===== src/rtl/fib_capture_pkg.sv =====
// Shared register map and control-field layout for the fibonacci capture FIFO.
package fib_capture_pkg;

  typedef enum logic [3:0] {
    OFS_DATA   = 4'h0,
    OFS_STATUS = 4'h4,
    OFS_CTRL   = 4'h8,
    OFS_DROPS  = 4'hC
  } reg_ofs_e;

  localparam int unsigned CTRL_EN_BIT    = 0;
  localparam int unsigned CTRL_FLUSH_BIT = 1;
  localparam int unsigned CTRL_THR_LSB   = 8;
  localparam int unsigned CTRL_THR_MSB   = 11;

  localparam logic [15:0] DROPS_MAX = 16'hFFFF;

endpackage


===== src/rtl/sync_fifo.sv =====
// Single-clock FIFO with extra wrap bit on the pointers; flush overrides push/pop.
module sync_fifo #(
  parameter int unsigned W     = 30,
  parameter int unsigned DEPTH = 8
) (
  input  logic                     clk,
  input  logic                     rst,
  input  logic                     i_push,
  input  logic                     i_pop,
  input  logic                     i_flush,
  input  logic [W-1:0]             i_din,
  output logic [W-1:0]             o_dout,
  output logic [$clog2(DEPTH):0]   o_count,
  output logic                     o_full,
  output logic                     o_empty
);

  localparam int unsigned AW = $clog2(DEPTH);

  logic [W-1:0] r_mem [DEPTH];
  logic [AW:0]  r_wr;
  logic [AW:0]  r_rd;
  logic         w_push;
  logic         w_pop;

  assign o_count = r_wr - r_rd;
  assign o_empty = (r_wr == r_rd);
  assign o_full  = (r_wr[AW] != r_rd[AW]) && (r_wr[AW-1:0] == r_rd[AW-1:0]);
  assign o_dout  = r_mem[r_rd[AW-1:0]];

  // A pop frees a slot in the same cycle, so a full FIFO still accepts a push alongside it.
  assign w_pop  = i_pop && !o_empty;
  assign w_push = i_push && (!o_full || w_pop);

  always_ff @(posedge clk or posedge rst) begin
    if (rst) begin
      r_wr <= '0;
      r_rd <= '0;
    end else if (i_flush) begin
      r_wr <= '0;
      r_rd <= '0;
    end else begin
      if (w_push) r_wr <= r_wr + 1'b1;
      if (w_pop)  r_rd <= r_rd + 1'b1;
    end
  end

  always_ff @(posedge clk) begin
    if (w_push && !i_flush) r_mem[r_wr[AW-1:0]] <= i_din;
  end

endmodule


===== src/rtl/fib_capture_fifo.sv =====
// Synchronises the fibonacci value, queues each new settled value, and exposes
// the queue, status, control and drop counter over a Wishbone slave port.
module fib_capture_fifo
  import fib_capture_pkg::*;
#(
  parameter int unsigned WIDTH     = 30,
  parameter int unsigned DEPTH     = 8,
  parameter logic [31:0] BASE_ADDR = 32'h3000_0100
) (
  input  logic             wb_clk_i,
  input  logic             reset,
  input  logic [WIDTH-1:0] value_i,
  input  logic             wbs_stb_i,
  input  logic             wbs_cyc_i,
  input  logic             wbs_we_i,
  input  logic [3:0]       wbs_sel_i,
  input  logic [31:0]      wbs_dat_i,
  input  logic [31:0]      wbs_adr_i,
  output logic             wbs_ack_o,
  output logic [31:0]      wbs_dat_o,
  output logic             irq_o
);

  localparam int unsigned CW = $clog2(DEPTH) + 1;

  logic [WIDTH-1:0] r_s1, r_s2, r_last;
  logic             r_en;
  logic [3:0]       r_thr;
  logic             r_ovf;
  logic [15:0]      r_drops;
  logic             r_ack;
  logic [31:0]      r_dat;
  logic             r_irq;
  logic             r_req_q;

  logic [WIDTH-1:0] w_dout;
  logic [CW-1:0]    w_count;
  logic             w_full, w_empty;
  logic             w_push, w_pop, w_flush, w_drop;
  logic             w_req, w_issue, w_ctrl_wr;
  logic [3:0]       w_ofs;
  logic [31:0]      w_rdata;
  logic             w_unused;

  assign w_push = r_en && (r_s2 == r_s1) && (r_s2 != r_last);

  // Only the rising edge of a request is served, so a strobe held past its ack gets one ack.
  assign w_req     = wbs_stb_i && wbs_cyc_i && (wbs_adr_i[31:4] == BASE_ADDR[31:4]);
  assign w_issue   = w_req && !r_req_q && !r_ack;
  assign w_ofs     = wbs_adr_i[3:0];
  assign w_ctrl_wr = w_issue && wbs_we_i && (wbs_sel_i == 4'hF) && (w_ofs == OFS_CTRL);
  assign w_flush   = w_ctrl_wr && wbs_dat_i[CTRL_FLUSH_BIT];
  assign w_pop     = w_issue && !wbs_we_i && (w_ofs == OFS_DATA);
  assign w_drop    = w_push && w_full && !w_pop && !w_flush;
  assign w_unused  = ^{wbs_dat_i[31:12], wbs_dat_i[7:2]};

  sync_fifo #(.W(WIDTH), .DEPTH(DEPTH)) u_fifo (
    .clk     (wb_clk_i),
    .rst     (reset),
    .i_push  (w_push),
    .i_pop   (w_pop),
    .i_flush (w_flush),
    .i_din   (r_s2),
    .o_dout  (w_dout),
    .o_count (w_count),
    .o_full  (w_full),
    .o_empty (w_empty)
  );

  always_comb begin
    w_rdata = '0;
    case (w_ofs)
      OFS_DATA:   w_rdata = w_empty ? '0 : 32'(w_dout);
      OFS_STATUS: w_rdata = {16'h0, 8'(w_count), 5'b0, r_ovf, w_full, w_empty};
      OFS_CTRL:   w_rdata = {20'h0, r_thr, 7'b0, r_en};
      OFS_DROPS:  w_rdata = {16'h0, r_drops};
      default:    w_rdata = '0;
    endcase
  end

  always_ff @(posedge wb_clk_i or posedge reset) begin
    if (reset) begin
      r_s1    <= '0;
      r_s2    <= '0;
      r_last  <= '0;
      r_en    <= 1'b1;
      r_thr   <= '0;
      r_ovf   <= 1'b0;
      r_drops <= '0;
      r_ack   <= 1'b0;
      r_dat   <= '0;
      r_irq   <= 1'b0;
      r_req_q <= 1'b0;
    end else begin
      r_s1    <= value_i;
      r_s2    <= r_s1;
      r_req_q <= w_req;
      r_ack   <= w_issue;
      r_dat   <= (w_issue && !wbs_we_i) ? w_rdata : '0;
      r_irq   <= (r_thr != 4'd0) && (8'(w_count) >= 8'(r_thr));
      if (w_push) r_last <= r_s2;
      if (w_ctrl_wr) begin
        r_en  <= wbs_dat_i[CTRL_EN_BIT];
        r_thr <= wbs_dat_i[CTRL_THR_MSB:CTRL_THR_LSB];
      end
      if (w_flush) begin
        r_ovf   <= 1'b0;
        r_drops <= '0;
      end else if (w_drop) begin
        r_ovf <= 1'b1;
        if (r_drops != DROPS_MAX) r_drops <= r_drops + 16'd1;
      end
    end
  end

  assign wbs_ack_o = r_ack;
  assign wbs_dat_o = r_dat;
  assign irq_o     = r_irq;

endmodule

===== config.mk =====
export PLATFORM = sky130hd
export DESIGN_NAME = fib_capture_fifo
export DESIGN_NICKNAME = d
export VERILOG_FILES = /design/src/rtl/fib_capture_pkg.sv /design/src/rtl/sync_fifo.sv /design/src/rtl/fib_capture_fifo.sv
export SDC_FILE = /design/constraint.sdc
export NUM_CORES = 1
export LEC_CHECK = 0
export ABC_AREA = 1
export ABC_CLOCK_PERIOD_IN_PS = 16300
export CAP_MARGIN = 20
export CORE_MARGIN = 2
export CORE_UTILIZATION = 60
export CTS_BUF_LIST = sky130_fd_sc_hd__clkbuf_16
export DETAILED_ROUTE_END_ITERATION = 8
export GPL_ROUTABILITY_DRIVEN = 0
export GPL_TIMING_DRIVEN = 0
export PLACE_DENSITY = 0.9
export SETUP_SLACK_MARGIN = 0.05
export SLEW_MARGIN = 30
export SYNTH_ARGS = -nofsm -noshare
export SYNTH_HDL_FRONTEND = slang
export SYNTH_SLANG_ARGS = --single-unit

===== constraint.sdc =====
create_clock -name wb_clk_i -period 16.3 [get_ports wb_clk_i]
set_input_delay 1.63 -clock wb_clk_i [delete_from_list [all_inputs] [get_ports wb_clk_i]]
set_output_delay 1.63 -clock wb_clk_i [all_outputs]
set_load 0.02 [all_outputs]

==> results.json <==
{
  "first_iter_violations": 2408,
  "clkTransAtPathRegs_ns": 0.07,
  "hp-class": "reg2reg",
  "die_area_mm2": 0.0292,
  "critPathSlowestCell": "nor2_4",
  "synth_top_family_by_area": "simple AND/OR/NAND/NOR gates",
  "grt_pass1_vias": 13100,
  "synth_xor_area_share_pct": 2.62,
  "rsz0062_at_grt": "no",
  "numCtsBuffers": 40,
  "synth_ff_type": "edfxtp_1",
  "netlist.area_leader.share_pct": 43.2,
  "clk_root_buffer_cell": "clkbuf_16",
  "drive_above_1_share_pct": 6.89,
  "placed_area_mm2": 0.0186,
  "fp.dieH_um": 171,
  "crit_path_max_fanout": 19,
  "grt-ovfl-total": 0,
  "drv_cap": 0,
  "cts_resized": 0,
  "cts_num_sinks": 393,
  "place_ws_ns": 11.46,
  "worstHoldPathCells": 0,
  "met1_usage_pct": 38.6,
  "critical_path.max_stage_delay_ns": 0.65,
  "cellPowerDensity_mw_per_mm2": 105,
  "worst_setup_path_end_kind": "flip-flop",
  "die_w_um": 171,
  "track_usage_pct": 31.0,
  "grt_max_degree": 80,
  "drtPass1Iterations": 9,
  "rows": 61,
  "grt_use_met3_pct": 6.85,
  "fin_cells": 2163,
  "drv_slew": 0,
  "worst-path-buf-inv": 5,
  "post-route-util_pct": 72.2,
  "peakVddDrop_mv": 0.0857,
  "cp.arrival_ns": 4.72,
  "holdBufCountCts": 0,
  "ys_warn_count": 0,
  "initial_core_util_pct": 60.6,
  "relSlewSlack_pct": 44.2,
  "n_antenna_cell": 0,
  "vias": 13100,
  "clock.fmax_mhz": 223,
  "placed_cells": 2091,
  "synth-simple-area-share_pct": 16.1,
  "ys_ff_latch": 393,
  "io_buffers": 108,
  "fin_crit_ns": 4.48,
  "finalNetCount": 1869,
  "top_usage_layer": "met2",
  "postRouteWirelength_um": 44800,
  "ys_seq_area_share_pct": 66.1,
  "synthAdderAreaFrac_pct": 0.870,
  "leakage_nw": 7.99,
  "crit_path_start_kind": "input pin",
  "dp_hpwl_um": 29400,
  "synth_edf_count": 240,
  "antenna_found_initial": 0,
  "cp_data_required_time_ns": 16.54,
  "yosys-top-cells-count": "nand2_1, nor2_1, edfxtp_1",
  "post-route-period-util_pct": 27.5,
  "fin_skew_ns": 0.0204,
  "grt_pass1_wl_um": 68300,
  "fin_area_mm2": 0.0199,
  "grtUsageMet2_pct": 52.0,
  "outcome": "finished, violations left",
  "via_per_inst": 6.07,
  "path_class": "in2reg",
  "worstRegToRegCells": 14,
  "fin_ws_ns": 11.82,
  "synthCells": 1588,
  "worst_pin_slew_ns": 0.837,
  "worst-path-stages": 13,
  "setup_viol": 0,
  "holdWs_ns": 0.393,
  "synth_largest_area_cell": "edfxtp_1",
  "synth.area.top_cells": "edfxtp_1, dfrtp_1, nand2_1",
  "yosysMostFrequentCell": "nand2_1",
  "synthDistinctLibCells": 45,
  "setup_tns_ns": 0,
  "violations": "design-rule violations",
  "crit_chain": "clkdlybuf4s50_1 -> nor2_2 -> inv_2 -> nor3_2 -> inv_1 -> nor2_4 -> nand2_4 -> nand2_1 -> inv_2 -> nor3_4 -> nand2_1 -> nor2_4 -> buf_8",
  "cts_tree": "done",
  "syn_area_mm2": 0.0167,
  "clock_path_buffers": 3,
  "post_cts_buffers": 0,
  "async_reset_ff_share_pct": 38.9,
  "hold_violations": 0,
  "ant_nets": 0,
  "ctsHtreeMaxLevel": 2,
  "synth_compound_gate_area_share_pct": 9.09,
  "cp_top_family": "simple AND/OR/NAND/NOR gates",
  "core_area_mm2": 0.0276,
  "post_synth.cell_area_avg_um2": 10.5,
  "routedWlPerCell_um": 20.7,
  "drc": 1,
  "fin_total_pwr_mw": 2.08,
  "num_io_pins": 137,
  "insertion_delay_ns": 0.55,
  "synth_mux_area_share_pct": 0.337,
  "syn_to_final_growth_pct": 19.2
}
layer usage:
layer | routed length (µm) | vias up
met5 | 0 | -
met4 | 2110 | 0
met3 | 5670 | 197
met2 | 21700 | 1043
li1 | - | 5700
met1 | 15400 | 6193
state kept, by name, summed over array words and instances (netlist names):
register	flops
r_s2	30
r_ovf	1
r_req_q	1
u_fifo.r_mem	240
r_last	30
wbs_dat_o	30
u_fifo.r_wr	4
r_s1	30
r_drops	16
u_fifo.r_rd	4
r_en	1
irq_o	1
r_thr	4
wbs_ack_o	1
worst reg2reg max path, cell delays in order, from the launching register on:
cell and delay, ns:
dfrtp_1 0.42, clkbuf_1 0.44, inv_1 0.26, clkbuf_1 0.30, ha_1 0.40, nand4_1 0.10, inv_1 0.09, nor2_4 0.28
nand2_4 0.18, nand2_1 0.13, inv_2 0.08, nor3_4 0.19, nand2_1 0.27, nor2_4 0.65, buf_8 0.27
final timing paths:
check / startpoint / to / slack (ns)
max: wbs_adr_i[1] / u_fifo.r_mem[1][29] / 11.82
min: r_s1[26] / r_s2[26] / 0.39
max reg2reg: u_fifo.r_rd[1] / u_fifo.r_mem[1][29] / 11.95
min reg2reg: r_s1[26] / r_s2[26] / 0.39
max in group asynchronous: reset / wbs_dat_o[23] / 14.00
min in group asynchronous: reset / r_s1[5] / 1.54
where the power goes:
group | total, mW | internal (mW) | switching (mW)
Clock | 0.936 | 0.549 | 0.387
Sequential | 1.08 | 1.07 | 0.0186
Combinational | 0.0624 | 0.0287 | 0.0337
Total | 2.08 | 1.64 | 0.439
logic make-up after synthesis:
family | count (synthesis)
AND/OR/NAND/NOR | 657
AO/OA/AOI/OAI | 266
adder cells (fa/ha/maj) | 11
flip-flops | 393
other | 1
multiplexers | 5
XOR/XNOR | 49
buffers and inverters | 206
layout make-up:
| cell class | count | area (µm²) |
|---|---|---|
| Sequential cell | 393 | 11000 |
| Fill cell | 1696 | 7650 |
| Multi-Input combinational cell | 990 | 4900 |
| Timing Repair Buffer | 124 | 1330 |
| Clock buffer | 42 | 1050 |
| Inverter | 142 | 541 |
| Tap cell | 378 | 473 |
| Clock inverter | 30 | 290 |
| Buffer | 64 | 282 |
cells in the final DEF (no fill, tap or decap), drive strengths merged, types with 25 or more instances in the layout:
cell type        n
xor2            25
o21ai          156
nand3           28
clkdlybuf4s50  108
a21oi           31
nor2           247
edfxtp         240
nand4           26
clkbuf          91
o221ai          25
inv            149
dfrtp          152
buf             31
o22ai           36
nand2          340
Power figures use the tool's default switching activity.
